<file path="src/rtl/alu_ctrl_pkg.sv">
// Shared definitions for the ALU control stage: ALUOp classes, funct codes,
// ALUOperation codes, sequencer state encoding and the decode result payload.
package alu_ctrl_pkg;

  localparam int unsigned CODE_W = 4;
  localparam int unsigned CNT_W  = 4;

  // ALUOp classes from the main control
  localparam logic [2:0] ALUOP_R_TYPE = 3'b111;
  localparam logic [2:0] ALUOP_ADDI   = 3'b100;
  localparam logic [2:0] ALUOP_ORI    = 3'b101;
  localparam logic [2:0] ALUOP_MOV    = 3'b011;

  // R-type funct field values
  localparam logic [5:0] FUNCT_AND = 6'b100100;
  localparam logic [5:0] FUNCT_OR  = 6'b100101;
  localparam logic [5:0] FUNCT_NOR = 6'b100111;
  localparam logic [5:0] FUNCT_ADD = 6'b100000;
  localparam logic [5:0] FUNCT_SUB = 6'b100010;
  localparam logic [5:0] FUNCT_MUL = 6'b011000;

  // ALUOperation codes
  localparam logic [CODE_W-1:0] OPER_AND = 4'b0000;
  localparam logic [CODE_W-1:0] OPER_OR  = 4'b0001;
  localparam logic [CODE_W-1:0] OPER_NOR = 4'b0010;
  localparam logic [CODE_W-1:0] OPER_ADD = 4'b0011;
  localparam logic [CODE_W-1:0] OPER_SUB = 4'b0100;
  localparam logic [CODE_W-1:0] OPER_MUL = 4'b0101;
  localparam logic [CODE_W-1:0] OPER_MOV = 4'b1111;
  localparam logic [CODE_W-1:0] OPER_NOP = 4'b1001;

  typedef enum logic [1:0] {
    ST_IDLE = 2'd0,
    ST_RUN  = 2'd1,
    ST_MUL  = 2'd2
  } state_t;

  // Result of the combinational decode
  typedef struct packed {
    logic [CODE_W-1:0] code;
    logic              is_mul;
    logic              is_illegal;
  } dec_t;

endpackage

</file>
<file path="src/rtl/alu_control_seq_if.sv">
// Bus between main control, ALU control stage and ALU.
// master: drives ALUOp/ALUFunction/Valid/Stall/Flush, observes the registered
//         ALUOperation/OpValid/Busy/MulStart (and Illegal).
// slave:  the ALU control stage.
// ALU_CTRL_ILLEGAL_TRAP_EN adds the sticky Illegal signal.
interface alu_control_seq_if #(
  parameter int unsigned ALUOP_W = 3,
  parameter int unsigned FUNCT_W = 6,
  parameter int unsigned OPER_W  = 4
) ();
  logic [ALUOP_W-1:0] ALUOp;
  logic [FUNCT_W-1:0] ALUFunction;
  logic               Valid;
  logic               Stall;
  logic               Flush;
  logic [OPER_W-1:0]  ALUOperation;
  logic               OpValid;
  logic               Busy;
  logic               MulStart;
`ifdef ALU_CTRL_ILLEGAL_TRAP_EN
  logic               Illegal;

  modport master (
    output ALUOp, ALUFunction, Valid, Stall, Flush,
    input  ALUOperation, OpValid, Busy, MulStart, Illegal
  );
  modport slave (
    input  ALUOp, ALUFunction, Valid, Stall, Flush,
    output ALUOperation, OpValid, Busy, MulStart, Illegal
  );
`else
  modport master (
    output ALUOp, ALUFunction, Valid, Stall, Flush,
    input  ALUOperation, OpValid, Busy, MulStart
  );
  modport slave (
    input  ALUOp, ALUFunction, Valid, Stall, Flush,
    output ALUOperation, OpValid, Busy, MulStart
  );
`endif
endinterface

</file>
<file path="src/rtl/alu_ctrl_decode.sv">
// Pure combinational decode of {ALUOp, ALUFunction} into a 4-bit operation
// code plus is_mul / is_illegal flags.
// Ports: alu_op, funct (in); dec_c (out, combinational).
module alu_ctrl_decode
  import alu_ctrl_pkg::*;
#(
  parameter int unsigned ALUOP_W = 3,
  parameter int unsigned FUNCT_W = 6
) (
  input  logic [ALUOP_W-1:0] alu_op,
  input  logic [FUNCT_W-1:0] funct,
  output dec_t               dec_c
);

  always_comb begin
    dec_c = '{code: OPER_NOP, is_mul: 1'b0, is_illegal: 1'b0};
    if (alu_op == ALUOP_W'(ALUOP_R_TYPE)) begin
      if (funct == FUNCT_W'(FUNCT_AND))      dec_c.code = OPER_AND;
      else if (funct == FUNCT_W'(FUNCT_OR))  dec_c.code = OPER_OR;
      else if (funct == FUNCT_W'(FUNCT_NOR)) dec_c.code = OPER_NOR;
      else if (funct == FUNCT_W'(FUNCT_ADD)) dec_c.code = OPER_ADD;
      else if (funct == FUNCT_W'(FUNCT_SUB)) dec_c.code = OPER_SUB;
      else if (funct == FUNCT_W'(FUNCT_MUL)) begin
        dec_c.code   = OPER_MUL;
        dec_c.is_mul = 1'b1;
      end else begin
        dec_c.is_illegal = 1'b1;
      end
    end else if (alu_op == ALUOP_W'(ALUOP_ADDI)) begin
      dec_c.code = OPER_ADD;
    end else if (alu_op == ALUOP_W'(ALUOP_ORI)) begin
      dec_c.code = OPER_OR;
    end else if (alu_op == ALUOP_W'(ALUOP_MOV)) begin
      dec_c.code = OPER_MOV;
    end else begin
      dec_c.is_illegal = 1'b1;
    end
  end

endmodule

</file>
<file path="src/rtl/alu_control_seq.sv">
// Registered ALU control stage: decodes the instruction class, holds the
// operation in an ID/EX-style register and sequences multi-cycle MUL with a
// busy handshake. Flush beats Stall beats the MUL hold.
// Ports: clk, reset (async active-low), bus (alu_control_seq_if.slave).
// ALU_CTRL_ILLEGAL_TRAP_EN: undecodable valid encodings set sticky Illegal and
// register OpValid=0; otherwise they issue 1001 with OpValid=1.
module alu_control_seq
  import alu_ctrl_pkg::*;
#(
  parameter int unsigned ALUOP_W    = 3,
  parameter int unsigned FUNCT_W    = 6,
  parameter int unsigned OPER_W     = 4,
  parameter int unsigned MUL_CYCLES = 4
) (
  input  logic                 clk,
  input  logic                 reset,
  alu_control_seq_if.slave     bus
);

  state_t            state_q, state_d;
  logic [OPER_W-1:0] op_q, op_d;
  logic              ov_q, ov_d;
  logic              busy_q, busy_d;
  logic              ms_q, ms_d;
  logic [CNT_W-1:0]  cnt_q, cnt_d;
  logic              ill_q, ill_d;
  dec_t              dec;

  alu_ctrl_decode #(
    .ALUOP_W (ALUOP_W),
    .FUNCT_W (FUNCT_W)
  ) u_decode (
    .alu_op (bus.ALUOp),
    .funct  (bus.ALUFunction),
    .dec_c  (dec)
  );

  // State and output registers
  always_ff @(posedge clk or negedge reset) begin
    if (!reset) begin
      state_q <= ST_IDLE;
      op_q    <= OPER_W'(OPER_NOP);
      ov_q    <= 1'b0;
      busy_q  <= 1'b0;
      ms_q    <= 1'b0;
      cnt_q   <= '0;
      ill_q   <= 1'b0;
    end else begin
      state_q <= state_d;
      op_q    <= op_d;
      ov_q    <= ov_d;
      busy_q  <= busy_d;
      ms_q    <= ms_d;
      cnt_q   <= cnt_d;
      ill_q   <= ill_d;
    end
  end

  // Next-state and next-output logic
  always_comb begin
    state_d = state_q;
    op_d    = op_q;
    ov_d    = ov_q;
    busy_d  = busy_q;
    ms_d    = 1'b0;
    cnt_d   = cnt_q;
    ill_d   = ill_q;

    if (bus.Flush) begin
      state_d = ST_IDLE;
      op_d    = OPER_W'(OPER_NOP);
      ov_d    = 1'b0;
      busy_d  = 1'b0;
      cnt_d   = '0;
    end else if (bus.Stall) begin
      // everything frozen; MulStart deliberately not re-pulsed
    end else if (state_q == ST_MUL && cnt_q != '0) begin
      // Busy drops in the final MUL cycle so the next op can issue without a gap
      cnt_d  = cnt_q - CNT_W'(1);
      busy_d = (cnt_q != CNT_W'(1));
    end else if (bus.Valid) begin
`ifdef ALU_CTRL_ILLEGAL_TRAP_EN
      if (dec.is_illegal) begin
        state_d = ST_IDLE;
        op_d    = OPER_W'(OPER_NOP);
        ov_d    = 1'b0;
        busy_d  = 1'b0;
        cnt_d   = '0;
        ill_d   = 1'b1;
      end else
`endif
      if (dec.is_mul) begin
        state_d = ST_MUL;
        op_d    = OPER_W'(dec.code);
        ov_d    = 1'b1;
        busy_d  = 1'b1;
        ms_d    = 1'b1;
        cnt_d   = CNT_W'(MUL_CYCLES - 1);
      end else begin
        state_d = ST_RUN;
        op_d    = OPER_W'(dec.code);
        ov_d    = 1'b1;
        busy_d  = 1'b0;
        cnt_d   = '0;
      end
    end else begin
      state_d = ST_IDLE;
      op_d    = OPER_W'(OPER_NOP);
      ov_d    = 1'b0;
      busy_d  = 1'b0;
      cnt_d   = '0;
    end
  end

  assign bus.ALUOperation = op_q;
  assign bus.OpValid      = ov_q;
  assign bus.Busy         = busy_q;
  assign bus.MulStart     = ms_q;

`ifdef ALU_CTRL_ILLEGAL_TRAP_EN
  assign bus.Illegal = ill_q;
`else
  // Illegal tracking has no consumer without the trap
  logic unused_illegal;
  assign unused_illegal = dec.is_illegal ^ ill_q;
`endif

endmodule

</file>
<file path="src/flat_wrapper.sv">
// flat-port wrapper written by rule: the top's interface ports become plain ports
module alu_control_seq_flat import alu_ctrl_pkg::*;
#(
  parameter int unsigned ALUOP_W    = 3,
  parameter int unsigned FUNCT_W    = 6,
  parameter int unsigned OPER_W     = 4,
  parameter int unsigned MUL_CYCLES = 4
)
  (clk, reset, bus_ALUOp, bus_ALUFunction, bus_Valid, bus_Stall, bus_Flush, bus_ALUOperation, bus_OpValid, bus_Busy, bus_MulStart);
  alu_control_seq_if #(.ALUOP_W(ALUOP_W), .FUNCT_W(FUNCT_W), .OPER_W(OPER_W)) bus_i ();
  input  logic clk;
  input  logic reset;
  input wire logic [$bits(bus_i.ALUOp)-1:0] bus_ALUOp;
  input wire logic [$bits(bus_i.ALUFunction)-1:0] bus_ALUFunction;
  input wire logic [$bits(bus_i.Valid)-1:0] bus_Valid;
  input wire logic [$bits(bus_i.Stall)-1:0] bus_Stall;
  input wire logic [$bits(bus_i.Flush)-1:0] bus_Flush;
  output wire logic [$bits(bus_i.ALUOperation)-1:0] bus_ALUOperation;
  output wire logic [$bits(bus_i.OpValid)-1:0] bus_OpValid;
  output wire logic [$bits(bus_i.Busy)-1:0] bus_Busy;
  output wire logic [$bits(bus_i.MulStart)-1:0] bus_MulStart;
  assign bus_i.ALUOp = bus_ALUOp;
  assign bus_i.ALUFunction = bus_ALUFunction;
  assign bus_i.Valid = bus_Valid;
  assign bus_i.Stall = bus_Stall;
  assign bus_i.Flush = bus_Flush;
  assign bus_ALUOperation = bus_i.ALUOperation;
  assign bus_OpValid = bus_i.OpValid;
  assign bus_Busy = bus_i.Busy;
  assign bus_MulStart = bus_i.MulStart;
  alu_control_seq #(.ALUOP_W(ALUOP_W), .FUNCT_W(FUNCT_W), .OPER_W(OPER_W), .MUL_CYCLES(MUL_CYCLES)) u_core (.clk(clk), .reset(reset), .bus(bus_i));
endmodule
</file>
<file path="config.mk">
export PLATFORM = sky130hd
export DESIGN_NAME = alu_control_seq_flat
export DESIGN_NICKNAME = d
export VERILOG_FILES = /design/src/rtl/alu_ctrl_pkg.sv /design/src/rtl/alu_control_seq_if.sv /design/src/rtl/alu_ctrl_decode.sv /design/src/rtl/alu_control_seq.sv /design/src/flat_wrapper.sv
export SDC_FILE = /design/constraint.sdc
export NUM_CORES = 1
export LEC_CHECK = 0
export BUFFER_PORTS_ARGS = -buffer_cell sky130_fd_sc_hd__buf_4
export CAP_MARGIN = 30
export CELL_PAD_IN_SITES_DETAIL_PLACEMENT = 0
export CELL_PAD_IN_SITES_GLOBAL_PLACEMENT = 2
export CORE_UTILIZATION = 32
export CTS_CLUSTER_SIZE = 20
export DETAILED_ROUTE_END_ITERATION = 10
export PLACE_DENSITY = 0.84
export RECOVER_POWER = 25
export SETUP_SLACK_MARGIN = 0.15
export SYNTH_ARGS = -nofsm -noshare
export SYNTH_HDL_FRONTEND = slang
export SYNTH_SLANG_ARGS = --single-unit
export TNS_END_PERCENT = 5
</file>
<file path="constraint.sdc">
create_clock -name clk -period 5.76 [get_ports clk]
set_input_delay 0.864 -clock clk [delete_from_list [all_inputs] [get_ports clk]]
set_output_delay 0.864 -clock clk [all_outputs]
set_load 0.01 [all_outputs]
</file>
Word-level counts from Yosys, hierarchy flattened:

Cells that the tools add are included.

* output and inout bits: 7
* input bits: 14
* flip-flop bits (word level): 13
* logic and storage cells: 67

* reductions and logical operators: 3
* equal/unequal tests: 14
* multiplexer cells: 43
* $add $sub $neg: 1

Operators by type and width (number)
* two-way mux 4 bit: 15
* == test 6 bit, second input constant: 5
* two-way mux 2 bit: 12
* two-way mux 1 bit: 14
* == test 3 bit, second input constant: 3
* == test 6 x 5 -> 1 bit, second input constant: 1
* two-way mux 5 bit: 1
* inequality test 4 x 1 -> 1 bit, second input constant: 1
* nonzero test 4 bit: 1
* subtractor 4 x 1 -> 4 bit, second input constant: 1
* == test 3 x 2 -> 1 bit, second input constant: 1
* two-way mux 3 bit: 1
* == test 2 bit, second input constant: 1
* inequality test 2 x 1 -> 1 bit, second input constant: 1
* inequality test 2 bit, second input constant: 1
* AND reduction 2 bit: 1
* logical AND 1 bit: 1

Logic depth before layout (Yosys ltp):

* depth in word-level cells: 13
* gate-level depth with buffers: 6
* mapped depth without buffers: 6

By module:

Synthesis repeated with hierarchy kept, for this count alone.

* cells, all modules: 107
* area, all modules: 963.4 um2

By module, submodules not included
* alu_control_seq: cells each 75, instances 1, seq. area each 327.8 um2, area each 759.5 um2
* alu_ctrl_decode: cells each 32, instances 1, seq. area each 0.0 um2, area each 203.9 um2

Worst setup path before layout:

Ideal clock, no wire load.

* path kind: input to register
* from: input port bus_ALUFunction[3]
* to: register u_core.op_q[2], in the netlist u_core.bus.ALUOperation[2]
* required time: 5.693 ns
* data arrival time: 1.978 ns
* buffers on the path: 0
* library setup time: 0.067 ns
* setup slack: 3.715 ns
* stages: 4
* path through: or3b_2 > or3_1 > a31oi_1 > a22o_1

* longest elaborated chain between the ends: 12
* elaborated cells between the ends (all ways): 17
* classes of those cells: eq/ne (6); mux (11)

RTL lines
* start: declaration: line flat_wrapper.sv:14 `input wire logic [$bits(bus_i.ALUFunction)-1:0] bus_ALUFunction;`
* == test 6 x 5 -> 1 bit: line alu_ctrl_decode.sv:23 `else if (funct == FUNCT_W'(FUNCT_MUL)) begin`
* two-way mux 5 bit: line alu_ctrl_decode.sv:23
* two-way mux 4 bit: line alu_ctrl_decode.sv:22 `else if (funct == FUNCT_W'(FUNCT_SUB)) dec_c.code = OPER_SUB;`
* two-way mux 4 bit: line alu_ctrl_decode.sv:21 `else if (funct == FUNCT_W'(FUNCT_ADD)) dec_c.code = OPER_ADD;`
* two-way mux 4 bit: line alu_ctrl_decode.sv:20 `else if (funct == FUNCT_W'(FUNCT_NOR)) dec_c.code = OPER_NOR;`
* two-way mux 4 bit: line alu_ctrl_decode.sv:19 `else if (funct == FUNCT_W'(FUNCT_OR)) dec_c.code = OPER_OR;`
* two-way mux 4 bit (*): line alu_ctrl_decode.sv:18 `if (funct == FUNCT_W'(FUNCT_AND)) dec_c.code = OPER_AND;`
* two-way mux 4 bit (*): line alu_ctrl_decode.sv:17 `if (alu_op == ALUOP_W'(ALUOP_R_TYPE)) begin`
* two-way mux 4 bit (*): line alu_control_seq.sv:81 `end else if (bus.Valid) begin`
* two-way mux 4 bit (*): line alu_control_seq.sv:77 `end else if (state_q == ST_MUL && cnt_q != '0) begin`
* two-way mux 4 bit (*): line alu_control_seq.sv:75 `end else if (bus.Stall) begin`
* two-way mux 4 bit (*): line alu_control_seq.sv:69 `if (bus.Flush) begin`
* end signal: assignment: line alu_control_seq.sv:42 `op_q <= OPER_W'(OPER_NOP);`
* end signal: assignment: line alu_control_seq.sv:50 `op_q <= op_d;`
* end: declaration: line alu_control_seq.sv:21 `logic [OPER_W-1:0] op_q, op_d;`

Mark *: on every way between the ends. The rest lies on a longest branch, timed or not. The select of a mux whose other input is x is not followed.
A chain may end at the register's enable or synchronous reset.

Worst setup path in the final report:

* from: register u_core.cnt_q[0]
* to: register u_core.state_q[1]

* longest elaborated chain between the ends: 4

RTL lines
* start: declaration: line alu_control_seq.sv:25 `logic [CNT_W-1:0] cnt_q, cnt_d;`
* start signal: assignment: line alu_control_seq.sv:54 `cnt_q <= cnt_d;`
* nonzero test 4 bit: line alu_control_seq.sv:77
* logical AND 1 bit: line alu_control_seq.sv:77
* inequality test 2 bit (no line)
* AND reduction 2 bit (no line)
* end signal: assignment: line alu_control_seq.sv:49 `state_q <= state_d;`
* end: declaration: line alu_control_seq.sv:20 `state_t state_q, state_d;`

Every way passes these cells.

==> metrics.yaml <==
pwr:
  switching_power_uw: 47.6
  power.density_cell_area_mw_per_mm2: 182
  max-vdd-ir-drop_mv: 0.0934
  total_leakage_power_nw: 0.441
  clock_power_share: 0.316
  seqPwrFrac: 0.518
  power.internal_uw: 134
  switching_part_of_the_total_power: 0.262
  power.share.combinational: 0.166
finish:
  leading_cell_type_in_the_layout_fill_and_taps_excluded: "sky130_fd_sc_hd__buf_4"
  nets_final: 125
  layout_common_cells: "sky130_fd_sc_hd__buf_4 (19), sky130_fd_sc_hd__dfrtp_1 (11), sky130_fd_sc_hd__nand2_1 (10)"
  final_layout_size_suffix_gt1_frac: 0.259
  antenna_cells_inserted: 0
  area_growth_pct: 25.0
  final_area_mm2: 0.00100
floorplan:
  initial_core_util: 0.352
  num_io_pins: 21
  floorplan.rows: 17
  design.core.area_mm2: 0.00228
  fp.dieArea_mm2: 0.00271
  chip_height_um: 52.0
  floorplan.die.width_um: 52.0
clocking:
  tritoncts.num_buffers: 3
  cts.path.max_buffers: 2
  htree_num_levels: 1
  postCtsHoldBufs: 0
  postCtsResizedCells: 0
  cts.sinks: 13
  cts_root_buf: "sky130_fd_sc_hd__clkbuf_4"
  clk_pin_slew_ns: 0.08
  worst_skew_pair.late_latency_ns: 0.27
  tritoncts: "yes"
  post-cts-setup-buffer-count: 0
routing:
  via_per_inst: 5.16
  routedWlPerCell_um: 13.0
  dr_total_vias: 702
  detailedRoute.firstPassIterationCount: 4
  initialDrtViolationCount: 11
  drc: 0
  antenna_left: 0
  drt_wl_total_um: 1770
yosys:
  synthFlopType: "sky130_fd_sc_hd__dfrtp_1"
  avgSynthCellArea_um2: 9.31
  yosysWarningCount: 0
  synth_nets: 102
  syn_area_um2: 801
  yosysSeqAreaShare: 0.409
  ys_top_cells_by_area: "sky130_fd_sc_hd__dfrtp_1 (34%), sky130_fd_sc_hd__dfstp_2 (6.6%), sky130_fd_sc_hd__nand2_1 (4.7%)"
  post_synth_top_area_cell: "sky130_fd_sc_hd__dfrtp_1"
  synthCells: 86
  ys_seq_elements: 13
  synth-edff-count: 0
  yosysTopAreaCellShare: 0.344
  synth_cell_type_count: 36
  ffs_w_async_s_r_synth: 1.00
sta:
  fmax_mhz: 483
  finalMaxSlewViolations: 0
  timing.final.setup_violations: 0
  worst-slew-pin-transition_ns: 0.749
  fin_setup_tns_ns: 0
  hold_ws_ns: 0.486
  share_of_the_clock_period_used_by_the_worst_path: 0.360
  report.final.hold_viol_count: 0
  grt_setup_unrepaired: "false"
  clock-skew-final_ns: 0.00115
  max_slew_margin: 0.501
  min_period_ns: 2.07
grt:
  grt_first_pass_wirelength_um: 3110
  globalRouteOverflowTotal: 0
  grt_start_max_net_pins: 14
  antenna_found_initial: 0
  grt_pass1_vias: 709
  grt_usage: 0.161
worst_setup_path:
  worst-setup-path-type: "flip-flop to flip-flop"
  timing.critical_path.from_type: "flip-flop"
  timing.critical_path.to_type: "flip-flop"
  worst_ep_required_time_ns: 5.98
  path_max_fanout: 7
  critPathArrivalTime_ns: 2.29
min_path:
  worstHoldPathType: "flip-flop to flip-flop"
placement:
  port-buffer-count: 20
  place_congestion: 0.797
  detailedPlacementHpwl_um: 1380
  dpl_cell_area_um2: 978
outcome:
  status: "completed"
flow_run:
  max_cap_viol_count: 0
## kinds of logic after synthesis
group	synth area share
AO/OA/AOI/OAI	0.231
adder cells (fa/ha/maj)	0.0312
buffers and inverters	0.0328
XOR/XNOR	0.0109
AND/OR/NAND/NOR	0.284
flip-flops	0.409
## area by class of cell
class / instances / area [um2]
multi-input combinational: 66 / 447
tap: 28 / 35.0
inverter: 5 / 18.8
fill: 236 / 1270
sequential: 13 / 328
timing repair buffer: 20 / 146
clock buffer: 4 / 26.3
## critical path, stage by stage (launching register included)
cell	delay [ns]
sky130_fd_sc_hd__dfrtp_1	0.42
sky130_fd_sc_hd__inv_1	0.09
sky130_fd_sc_hd__ha_1	0.18
sky130_fd_sc_hd__or3b_4	0.42
sky130_fd_sc_hd__a2111oi_4	0.52
sky130_fd_sc_hd__and4_1	0.30
sky130_fd_sc_hd__a21o_1	0.09
## cell usage after synthesis, types with 2 or more instances
library cell	number
sky130_fd_sc_hd__dfrtp_1	11
sky130_fd_sc_hd__nand3_1	2
sky130_fd_sc_hd__nand2_1	10
sky130_fd_sc_hd__a21o_1	2
sky130_fd_sc_hd__nor2_1	4
sky130_fd_sc_hd__a22oi_1	2
sky130_fd_sc_hd__a21oi_1	4
sky130_fd_sc_hd__inv_1	5
sky130_fd_sc_hd__and3_1	2
sky130_fd_sc_hd__o211ai_1	2
sky130_fd_sc_hd__ha_1	2
sky130_fd_sc_hd__a22o_1	2
sky130_fd_sc_hd__or3_1	2
sky130_fd_sc_hd__a31oi_1	3
sky130_fd_sc_hd__o21ai_0	3
sky130_fd_sc_hd__nor3_1	4
sky130_fd_sc_hd__and4_1	2
sky130_fd_sc_hd__nand2b_1	3
sky130_fd_sc_hd__nor4bb_1	2
sky130_fd_sc_hd__dfstp_2	2
sky130_fd_sc_hd__clkbuf_1	2
## stage by stage
| step | std cells | setup WS, ns | total power [mW] | util |
|---|---|---|---|---|
| CTS | 136 | 3.66 | 0.186 | 0.441 |
| global route | 136 | 3.54 | 0.194 | 0.440 |
| finish | 136 | 3.69 | 0.182 | 0.440 |
| global placement | 132 | 3.57 | 0.127 | 0.430 |
| detailed placement | 132 | 3.52 | 0.127 | 0.430 |
| floorplan | 86 | 3.72 | 0.111 | - |
## power groups by stage
stage / Combinational [mW] / Clock [mW] / Sequential (mW)
2_1_floorplan: 0.0145 / 0 / 0.0965
5_1_grt: 0.0337 / 0.0658 / 0.0945
6_report: 0.0302 / 0.0574 / 0.0942
3_5_place_dp: 0.0309 / 0 / 0.0960
3_3_place_gp: 0.0309 / 0 / 0.0960
4_1_cts: 0.0308 / 0.0613 / 0.0943
## sequential cells by signal, summed over array words and instances, names as in the netlist
name / flops
u_core.bus.Busy: 1
u_core.state_q: 2
u_core.cnt_q: 4
u_core.bus.ALUOperation: 4
u_core.bus.MulStart: 1
u_core.bus.OpValid: 1
## metal layers
layer  GRT usage  wire [um]
met2       0.261        850
met1       0.188        831
met5           0          0
met3      0.0497         79
met4      0.0811         13
## worst paths after layout
path | cells after the start | startpoint | slack, ns | endpoint
hold / removal | 1 | u_core.bus.OpValid | 0.49 | u_core.bus.OpValid
min in group asynchronous | 1 | reset | 0.62 | u_core.bus.Busy
setup / recovery | 6 | u_core.cnt_q[0] | 3.69 | u_core.state_q[1]
hold reg to reg | 1 | u_core.bus.OpValid | 0.49 | u_core.bus.OpValid
max in group asynchronous | 1 | reset | 4.67 | u_core.bus.MulStart
setup reg to reg | 6 | u_core.cnt_q[0] | 3.69 | u_core.state_q[1]
(Power assumes the default switching activity.)
